==> src/rtl/qact_pipe.sv <==
// qact_pipe: three-stage, back-pressured quantized activation for N lanes.
//   S1: ReLU / shift-based leaky-ReLU (arithmetic shift floors)
//   S2: round-half-up rescale by SH = XBF-YBF fractional bits
//   S3: saturate to YBQ bits (unsigned in ReLU mode, signed in leaky mode)
// Optional feature macro: QACT_SAT_CNT_EN builds the saturating-beat counter
// and its synchronous clear; without it sat_cnt reads 0 and sat_clr is ignored.
module qact_pipe #(
  parameter int N         = 1,
  parameter int XB        = 8,
  parameter int XBF       = 1,
  parameter int YBQ       = 8,
  parameter int YBF       = 0,
  parameter int NEG_SHIFT = 2,
  parameter int CB        = 32
) (
  input  logic             clk,
  input  logic             rstn,
  input  logic             s_valid,
  output logic             s_ready,
  input  logic [N*XB-1:0]  s_data,
  input  logic             s_mode,
  input  logic             s_last,
  output logic             m_valid,
  input  logic             m_ready,
  output logic [N*YBQ-1:0] m_data,
  output logic             m_last,
  output logic [N-1:0]     m_sat,
  input  logic             sat_clr,
  output logic [CB-1:0]    sat_cnt
);

  localparam int SH = XBF - YBF;
  localparam int RW = XB + 1;
  localparam int CW = ((RW > YBQ + 1) ? RW : YBQ + 1) + 1;

  localparam logic [RW-1:0]        HALF = RW'(1) << (SH - 1);
  localparam logic signed [CW-1:0] UMAX = {{(CW-YBQ){1'b0}}, {YBQ{1'b1}}};
  localparam logic signed [CW-1:0] SMAX = {{(CW-YBQ+1){1'b0}}, {(YBQ-1){1'b1}}};
  localparam logic signed [CW-1:0] SMIN = {{(CW-YBQ+1){1'b1}}, {(YBQ-1){1'b0}}};

  if (SH < 1) begin : g_sh_check
    $error("qact_pipe: XBF-YBF must be at least 1");
  end
  if (NEG_SHIFT < 1 || NEG_SHIFT > XB - 1) begin : g_ns_check
    $error("qact_pipe: NEG_SHIFT must lie in 1..XB-1");
  end

  // Activation: pass non-negative values, otherwise zero or x * 2^-NEG_SHIFT.
  function automatic logic signed [XB-1:0] f_pre(input logic signed [XB-1:0] x,
                                                 input logic md);
    if (!x[XB-1]) return x;
    if (md)       return x >>> NEG_SHIFT;
    return '0;
  endfunction

  // Round half up and drop SH fractional bits; one guard bit prevents overflow.
  function automatic logic signed [RW-1:0] f_round(input logic signed [XB-1:0] p);
    logic signed [RW-1:0] sum;
    sum = {p[XB-1], p} + HALF;
    return sum >>> SH;
  endfunction

  // Clip to the output range of the beat's mode; MSB of the result is the sat flag.
  function automatic logic [YBQ:0] f_clip(input logic signed [RW-1:0] r,
                                          input logic md);
    logic signed [CW-1:0] rc;
    rc = {{(CW-RW){r[RW-1]}}, r};
    if (!md) begin
      if (rc > UMAX) return {1'b1, UMAX[YBQ-1:0]};
      return {1'b0, rc[YBQ-1:0]};
    end
    if (rc > SMAX) return {1'b1, SMAX[YBQ-1:0]};
    if (rc < SMIN) return {1'b1, SMIN[YBQ-1:0]};
    return {1'b0, rc[YBQ-1:0]};
  endfunction

  // Stage state
  logic                 v1, v2, v3;
  logic                 m1, m2;
  logic                 l1, l2;
  logic signed [XB-1:0] pre1 [N];
  logic signed [RW-1:0] r2   [N];

  // Handshake chain: a stage advances only when its successor can load, so a
  // full pipeline with m_ready high still accepts a beat every cycle.
  logic ld1, ld2, ld3;
  logic adv1, adv2, adv3;

  assign adv3    = v3 & m_ready;
  assign ld3     = v2 & (~v3 | adv3);
  assign adv2    = ld3;
  assign ld2     = v1 & (~v2 | adv2);
  assign adv1    = ld2;
  assign s_ready = ~v1 | adv1;
  assign ld1     = s_valid & s_ready;
  assign m_valid = v3;

  // Next S3 contents, computed from the S2 register
  logic [N*YBQ-1:0] y_nxt;
  logic [N-1:0]     sat_nxt;

  // Per-lane saturation of the rounded S2 values
  always_comb begin
    logic [YBQ:0] c;
    y_nxt   = '0;
    sat_nxt = '0;
    c       = '0;
    for (int unsigned n = 0; n < N; n++) begin
      c                    = f_clip(r2[n], m2);
      y_nxt[n*YBQ +: YBQ]  = c[YBQ-1:0];
      sat_nxt[n]           = c[YBQ];
    end
  end

  // Stage valid bits: set on load, cleared when the beat moves on
  always_ff @(posedge clk or negedge rstn) begin
    if (!rstn) begin
      v1 <= 1'b0;
      v2 <= 1'b0;
      v3 <= 1'b0;
    end else begin
      if (ld1)       v1 <= 1'b1;
      else if (adv1) v1 <= 1'b0;
      if (ld2)       v2 <= 1'b1;
      else if (adv2) v2 <= 1'b0;
      if (ld3)       v3 <= 1'b1;
      else if (adv3) v3 <= 1'b0;
    end
  end

  // S1: capture activation result with the beat's mode and last flag
  always_ff @(posedge clk or negedge rstn) begin
    if (!rstn) begin
      m1 <= 1'b0;
      l1 <= 1'b0;
      for (int unsigned n = 0; n < N; n++) pre1[n] <= '0;
    end else if (ld1) begin
      m1 <= s_mode;
      l1 <= s_last;
      for (int unsigned n = 0; n < N; n++) pre1[n] <= f_pre(s_data[n*XB +: XB], s_mode);
    end
  end

  // S2: capture rounded, rescaled values
  always_ff @(posedge clk or negedge rstn) begin
    if (!rstn) begin
      m2 <= 1'b0;
      l2 <= 1'b0;
      for (int unsigned n = 0; n < N; n++) r2[n] <= '0;
    end else if (ld2) begin
      m2 <= m1;
      l2 <= l1;
      for (int unsigned n = 0; n < N; n++) r2[n] <= f_round(pre1[n]);
    end
  end

  // S3: output register; holds while stalled
  always_ff @(posedge clk or negedge rstn) begin
    if (!rstn) begin
      m_data <= '0;
      m_sat  <= '0;
      m_last <= 1'b0;
    end else if (ld3) begin
      m_data <= y_nxt;
      m_sat  <= sat_nxt;
      m_last <= l2;
    end
  end

`ifdef QACT_SAT_CNT_EN
  logic [CB-1:0] cnt;

  // Count output handshakes carrying any saturated lane; clear wins, no wrap
  always_ff @(posedge clk or negedge rstn) begin
    if (!rstn) begin
      cnt <= '0;
    end else if (sat_clr) begin
      cnt <= '0;
    end else if (adv3 && (|m_sat) && (cnt != '1)) begin
      cnt <= cnt + CB'(1);
    end
  end

  assign sat_cnt = cnt;
`else
  logic unused_sat_clr;

  assign unused_sat_clr = sat_clr;
  assign sat_cnt        = '0;
`endif

endmodule

==> config.mk <==
export PLATFORM = sky130hd
export DESIGN_NAME = qact_pipe
export DESIGN_NICKNAME = d
export VERILOG_FILES = /design/src/rtl/qact_pipe.sv
export SDC_FILE = /design/constraint.sdc
export NUM_CORES = 1
export LEC_CHECK = 0
export BUFFER_PORTS_ARGS = -buffer_cell sky130_fd_sc_hd__buf_2
export CORE_ASPECT_RATIO = 1.1
export CORE_MARGIN = 8
export CORE_UTILIZATION = 35
export DETAILED_ROUTE_END_ITERATION = 8
export PLACE_DENSITY_LB_ADDON = 0.15
export SLEW_MARGIN = 40
export SYNTH_ARGS = -nofsm -noshare
export SYNTH_HDL_FRONTEND = slang
export SYNTH_SLANG_ARGS = --single-unit
==> constraint.sdc <==
create_clock -name clk -period 2.05 [get_ports clk]
set_input_delay 0.41 -clock clk [delete_from_list [all_inputs] [get_ports clk]]
set_output_delay 0.41 -clock clk [all_outputs]
set_load 0.03 [all_outputs]
==> metrics.txt, run 1 <==
postcts setup bufs 0; CP cell instances nand4_1 -> nor2_1 -> ha_1 -> xnor2_1 -> or3_1 -> a31oi_1; DRC viols 0; Final Hold Fails 0; Sink Count 33; CTS resizes 0; syn avg cell area 10.4 sq um; antenna violations before repair 0; Max Freq 562 MHz; GPL Wtd Cong 0.761; final critical-path share of the clock period 86.7%; P&R area growth vs syn 7.50%; delay-heaviest family, CP simple AND/OR/NAND/NOR gates; CP Class register to register; maximum VDD drop 350 uV; worst stage delay on the critical path 450 ps; Max Fanout on Critical Path 9; ys async rst share 100%; routed wire length 3.40 mm; Final TNS setup 0 ps; full die area ~0.0077 sq mm; Fin Clk Skew between 4 and 5 ps; clk_lat worst skew 280 ps; Leakage Power 0.947 nW; Synth Register Bits 33; Antenna Cells 0; Layout Cell Area excl Fill around 0.0019 sq mm; Via density 4.52; 1st-iter DRT viols 40; Routed wire per std cell between 10 and 15 um; Post-synth EDFFs 0; I/O Pins 59; Final HPWL DP between 2 and 3 mm; largest net degree at the start of global routing 34; required time of the critical path about 2300 ps; footprint of the multi-input gates 744 sq um; Distinct cells, synth 33; crit end category register; Setup WS pre-CTS around 250 ps; outcome completed; Inst Count DP 251; total global routing overflow 0; share of layout cells above drive strength 1 25.4%; Vert. Die Dim 91.3 um; relative slew slack 51.7%; Post-DP Area about 0.0019 sq mm; drt pass-1 iters 4; Layout Nets around 220; Synth warnings 0; Fin Hold WS ~190 ps; register area around 830 sq um; Main synth FF type dfrtp_1; Layout Cells excl Fill 259; Row Count 27; CTS tree built; Total GRT Usage 9.04%; H-Tree Depth 2; CTS root buffer clkbuf_8; RSZ-0062 raised after global routing false; final core area utilization 38.7%; register area share after synthesis 45.8%; min Tclk post-route 1780 ps; CTS Hold Bufs 0; total power draw 2.11 mW; vias in the first global route between 1000 and 1500; most common cell after layout, fill and taps aside dfrtp_1; Initial Util 36.0%; Worst-Margin Slew between 700 and 800 ps; Mapped Area roughly 0.0018 sq mm; fin. max-slew vios 0; DR vias approximately 1200; power per cell area about 1100 mW/mm^2; PnR worst setup slack 272 ps; most frequent cells in the layout dfrtp_1, conb_1, buf_2; Max Cap Violations 0; PortBufs 25; Fillers approximately 520; clk buf depth 2; Horiz. Die Dim 84.4 um; Post-DRT Antenna Nets 0; core area 0.00500 sq mm; clock slew at reported path FFs 70 ps; WP buf/inv 0; Num CTS Buffers 5; worst-path cell with the longest stage delay or3_1; first-pass GRT wire length 5.69 mm; post-synthesis cell count 173; CP Launch Type register; HP Class primary input to asynchronous set/reset pin; worst endpoint data arrival time 1980 ps; # setup viols final 0
worst paths after layout:
path,start,to,cells past startpoint,slack (ps)
setup / recovery,r2[5],m_data[4],6,270
setup reg to reg,r2[5],m_data[4],6,270
hold reg to reg,l1,l2,1,500
hold / removal,rstn,pre1[6],1,190
max in group asynchronous,rstn,pre1[5],1,1400
min in group clk,s_valid,v1,2,350
layout make-up:
cell class,count,share of cell area (%)
clock buffers,6,3.75
clock inverters,2,0.517
inverters,19,3.68
multi-input cells,114,38.4
flip-flops and latches,33,42.6
well taps,58,3.75
repair buffers,27,7.24
power by group:
group	internal, mW	switching, mW	leakage (nW)
registers	0.827	0.119	0.386
logic	0.234	0.467	0.517
clock network	0.235	0.227	0.0450
total	1.30	0.813	0.947
routing by layer:
layer | up-vias | part of all wire [%] | wire, um | track usage, %
li1 | 576 | - | - | -
met1 | 550 | 43 | 1460 | 9.84
met2 | 39 | 47 | 1600 | 14.9
met3 | 6 | 8.0 | 273 | 3.78
met4 | 0 | 1.8 | 61 | 4.46
met5 | - | 0 | 0 | 0
synthesized netlist by cell type, types with 2 or more instances:
cell type	instances	share of area [%]
a21oi_1	10	2.8
a31oi_1	8	2.8
a41oi_1	2	0.97
buf_2	2	0.56
buf_4	33	14
dfrtp_1	33	46
ha_1	3	2.1
inv_1	19	4.0
mux2_2	12	7.5
mux2i_1	6	3.3
nand2_1	2	0.42
nand2_2	2	0.69
nand2b_1	4	1.4
nand3_1	5	1.4
nand4_1	2	0.69
o21ai_0	6	1.7
o22ai_1	4	1.4
or3_1	3	1.0
xnor2_1	2	0.97
xor2_1	2	0.97
cells by family (layout without fill, tap and decap cells):
group / after synthesis / after routing / synth area share (%)
AO/OA/AOI/OAI: 33 / 33 / 11.0
XOR/XNOR: 4 / 4 / 1.94
adder cells (fa/ha/maj): 3 / 3 / 2.08
buffers and inverters: 57 / 54 / 19.3
flip-flops: 33 / 33 / 45.8
multiplexers: 19 / 19 / 11.7
other: 1 / 32 / 0.208
AND/OR/NAND/NOR: 23 / 23 / 7.99
sequential cells by signal (all words and copies together), names as in the netlist:
register  flops
v2            1
v1            1
m_sat         1
r2            8
pre1          8
l2            1
l1            1
m_valid       1
m1            1
m2            1
m_data        8
m_last        1
(Power assumes the default switching activity.)
==> inputs of run 2 (changes only) <==
Settings changed: CORE_UTILIZATION 35 to 49.
==> run 2 against run 1 <==
Net effect:
- clock power is 1% higher
- first-iteration DRC count shrank 23%
- flip-flop and latch count unchanged
- wire length shrank 6.2%
- register-to-register slack barely moved
- critical endpoint is now m_data[5]
- largest cell class unchanged
- critical path depth did not move
- die area shrank 24%
- count of clock-buffer cells in the layout increased by 2
- design area fell by 0.65%
==> metrics.txt, run 2 (synthesis gave the netlist of run 1 again) <==
worst endpoint data arrival time between 1500 and 2000 ps; first-pass GRT wire length 5.06 mm; GPL Wtd Cong about 0.74; RSZ-0062 raised after global routing false; postcts setup bufs 0; most common cell after layout, fill and taps aside dfrtp_1; antenna violations before repair 0; Fin Clk Skew 4.84 ps; drt pass-1 iters 4; CP Class register to register; Final TNS setup 0 ps; CP cell instances nand4_1 -> nor2_1 -> ha_1 -> xnor2_1 -> or3_1 -> a31oi_1; clk buf depth 2; Post-DRT Antenna Nets 0; PnR worst setup slack 282 ps; outcome completed; min Tclk post-route 1770 ps; Num CTS Buffers 5; Switch Pwr 0.803 mW; most frequent cells in the layout dfrtp_1, conb_1, buf_2; Max Cap Violations 0; Fillers 360; Layout Nets 218; HP Class primary input to asynchronous set/reset pin; worst stage delay on the critical path 440 ps; worst-path cell with the longest stage delay or3_1; relative slew slack a little over half; DR vias about 1200; Max Fanout on Critical Path 9; Final Hold Fails 0; share of layout cells above drive strength 1 24.4%; Row Count 23; # setup viols final 0; biggest regs m_data x8, pre1 x8, r2 x8; CTS root buffer clkbuf_8; routed wire length 3.19 mm; required time of the critical path 2260 ps; clock slew at reported path FFs 60 ps; Final HPWL DP approximately 2.6 mm; largest net degree at the start of global routing 34; sw frac 38.2%; CTS resizes 0; Worst-Margin Slew approximately 700 ps; CP Launch Type register; Sink Count 33; power per cell area 1090 mW/mm^2; Leakage Power 0.942 nW; clk_lat worst skew between 200 and 300 ps; WP buf/inv 0; Vert. Die Dim 79.6 um; CTS tree built; H-Tree Depth 2; I/O Pins around 60; core area 0.00360 sq mm; delay-heaviest family, CP simple AND/OR/NAND/NOR gates; 1st-iter DRT viols 31; Layout Cell Area excl Fill 0.00192 sq mm; cell internal pwr 1.30 mW; Max Freq 566 MHz; Via density 4.66; Routed wire per std cell 12.7 um; crit end category register; final critical-path share of the clock period 86.2%; total global routing overflow 0; PortBufs 25; maximum VDD drop 419 uV; vias in the first global route 1164; fin. max-slew vios 0; Comb power frac between 30% and 40%; Total GRT Usage 11.2%; P&R area growth vs syn 6.81%; Horiz. Die Dim between 70 and 80 um; Inst Count DP 243; Post-DP Area between 0.0015 and 0.002 sq mm; Antenna Cells 0; Setup WS pre-CTS 270 ps; DRC viols 0; full die area 0.00588 sq mm; Clock power frac 22.2%; sequential share of power 44.9%; Initial Util 50.1%; Layout Cells excl Fill 251; CTS Hold Bufs 0
## run 2: final timing paths
check / start / end / slack (ps) / cells past startpoint
hold reg to reg: m2 / m2 / 500 / 1
min in group clk: s_valid / v1 / 330 / 2
max in group asynchronous: rstn / m1 / 1440 / 1
setup reg to reg: r2[6] / m_data[5] / 280 / 6
hold / removal: rstn / m_data[7] / 170 / 1
setup / recovery: r2[6] / m_data[5] / 280 / 6
## run 2: area by class of cell
class                   instances  area [sq um]  area share (%)
clock buffers                   8          80.1            4.16
inverters                      19          71.3            3.71
multi-input cells             114           744            38.7
flip-flops and latches         33           826            42.9
well taps                      50          62.6            3.25
repair buffers                 27           140            7.28
## run 2: worst reg2reg max path, cell delays in order (launching register included)
cell,delay (ps)
dfrtp_1,370
nand4_1,120
nor2_1,170
ha_1,260
xnor2_1,120
or3_1,440
a31oi_1,210
## run 2: metal layers
metal | part of all wire, % | global-route usage [%]
met2 | 51 | 19.9
met3 | 8.1 | 4.77
met1 | 40 | 10.7
met5 | 0 | 0
met4 | 1.5 | 5.40
## run 2: through the flow
stage | util [%] | hold slack (ps) | total power, mW
6_report | 53.5 | 166 | 2.10
5_1_grt | 53.5 | 224 | 2.23
4_1_cts | 53.5 | 182 | 2.13
3_5_place_dp | 51.3 | 495 | 1.66
3_3_place_gp | 51.3 | 486 | 1.64
2_1_floorplan | - | 114 | 1.52
## run 2: power groups by stage
stage	registers, mW	logic (mW)	clock network (mW)
global placement	0.949	0.689	0
global route	0.972	0.750	0.509
floorplan	1.10	0.422	0
finish	0.944	0.693	0.467
detailed placement	0.958	0.700	0
CTS	0.946	0.702	0.485
==> inputs of run 3 (changes only) <==
Settings changed: PLACE_DENSITY from default to 0.76, PLACE_DENSITY_LB_ADDON 0.15 to default.
==> run 3 against run 2 <==
Net effect:
- setup slack worse by 27 ps
- design area fell by 0.26%
- count of clock-buffer cells in the layout is 2 lower
- sequential share of layout area up 0.11 points
- critical endpoint is now m_data[3]
- largest cell class unchanged
==> metrics.txt, run 3 (synthesis gave the netlist of run 1 again) <==
outcome completed; Antenna Cells 0; required time of the critical path 2260 ps; P&R area growth vs syn 6.53%; Max Fanout on Critical Path 9; antenna violations before repair 0; HP Class primary input to asynchronous set/reset pin; cell internal pwr 1.29 mW; full die area between 0.005 and 0.006 sq mm; Initial Util between 50% and 60%; final core area utilization 53.4%; Row Count 23; PnR worst setup slack 255 ps; CTS resizes 0; worst endpoint data arrival time 2010 ps; CTS tree built; Final HPWL DP 2.45 mm; PortBufs 25; share of layout cells above drive strength 1 25.0%; postcts setup bufs 0; DRC viols 0; Fillers 349; Setup WS pre-CTS 242 ps; Total GRT Usage 11.1%; final critical-path share of the clock period a little under 90%; Comb power frac about 33%; drt pass-1 iters 4; biggest regs m_data x8, pre1 x8, r2 x8; Max Freq ~560 MHz; Layout Nets 217; clk_lat worst skew 290 ps; CP Class register to register; Worst R2R Setup Slack 260 ps; Switch Pwr 0.814 mW; sw frac 38.6%; first-pass GRT wire length 5.03 mm; relative slew slack 52.9%; most common cell after layout, fill and taps aside dfrtp_1; Routed wire per std cell 12.3 um; min Tclk post-route ~1800 ps; Num CTS Buffers 5; Post-DRT Antenna Nets 0; sequential share of power 45.1%; Clock power frac 22.3%; Sink Count 33; RSZ-0062 raised after global routing false; core area 0.00360 sq mm; register area 826 sq um; Horiz. Die Dim between 70 and 80 um; clock slew at reported path FFs around 70 ps; CP Launch Type register; Via density 4.66; GPL Wtd Cong 0.701; maximum VDD drop 470 uV; Final TNS setup 0 ps; clk buf depth 2; vias in the first global route 1171; I/O Pins a little under 60; CTS root buffer clkbuf_8; DR vias 1164; Fin Hold WS roughly 170 ps; # setup viols final 0; Fin Clk Skew 9.59 ps; Max Cap Violations 0; fin. max-slew vios 0; worst reg2reg path depth 6; Leakage Power 0.943 nW; Worst-Margin Slew 707 ps; most frequent cells in the layout dfrtp_1, conb_1, buf_2; H-Tree Depth 2; Final Hold Fails 0; worst r2r dst m_data[3]; Vert. Die Dim approximately 80 um; largest net degree at the start of global routing 34; reg2reg start r2[5]; crit end category register; footprint of the multi-input gates 744 sq um; routed wire length 3.09 mm; 1st-iter DRT viols 30; CTS Hold Bufs 0; power per cell area 1100 mW/mm^2; total global routing overflow 0
==> run 3: how the worst max path moves through the flow <==
stage / start / to / slack, ps / depth (start not counted)
2_1_floorplan: m_valid / l1 / 230 / 3
3_3_place_gp: r2[6] / m_data[1] / 330 / 6
3_5_place_dp: r2[5] / m_data[3] / 240 / 6
4_1_cts: r2[5] / m_data[3] / 220 / 6
5_1_grt: r2[5] / m_data[1] / 90 / 6
6_report: r2[5] / m_data[3] / 260 / 6
==> run 3: area by class of cell <==
type	count	area share (%)
Clock buffer	6	3.78
Inverter	19	3.72
Sequential cell	33	43.0
Clock inverter	2	0.522
Timing Repair Buffer	26	6.91
Multi-Input combinational cell	114	38.8
Tap cell	50	3.26
==> run 3: power by group through the flow <==
stage / logic, mW / clock network [mW] / registers, mW
3_5_place_dp: 0.696 / 0 / 0.963
2_1_floorplan: 0.422 / 0 / 1.10
5_1_grt: 0.753 / 0.504 / 0.978
4_1_cts: 0.699 / 0.481 / 0.953
3_3_place_gp: 0.684 / 0 / 0.952
6_report: 0.688 / 0.469 / 0.950
==> run 3: per-stage QoR <==
step	instance area, sq um	std cells	power, mW
after floorplan	1920	204	1.52
after global placement	1840	242	1.64
after detailed placement	1840	242	1.66
after CTS	1920	250	2.13
after global routing	1920	250	2.23
final	1920	250	2.11
==> run 3: layer usage <==
layer  vias to the layer above  GRT usage [%]  part of all wire [%]
met2                        39           19.4                    50
met1                       540           10.9                    38
met4                         0           4.80                   1.5
met5                         -              0                     0
met3                         5           4.90                    10
li1                        580              -                     -
==> run 3: critical path, cell delays in order, from the launching register on <==
cell and delay [ps]:
dfrtp_1 380, nand4_1 110, nor2_1 170, ha_1 270
xnor2_1 120, or3_1 440, a31oi_1 220
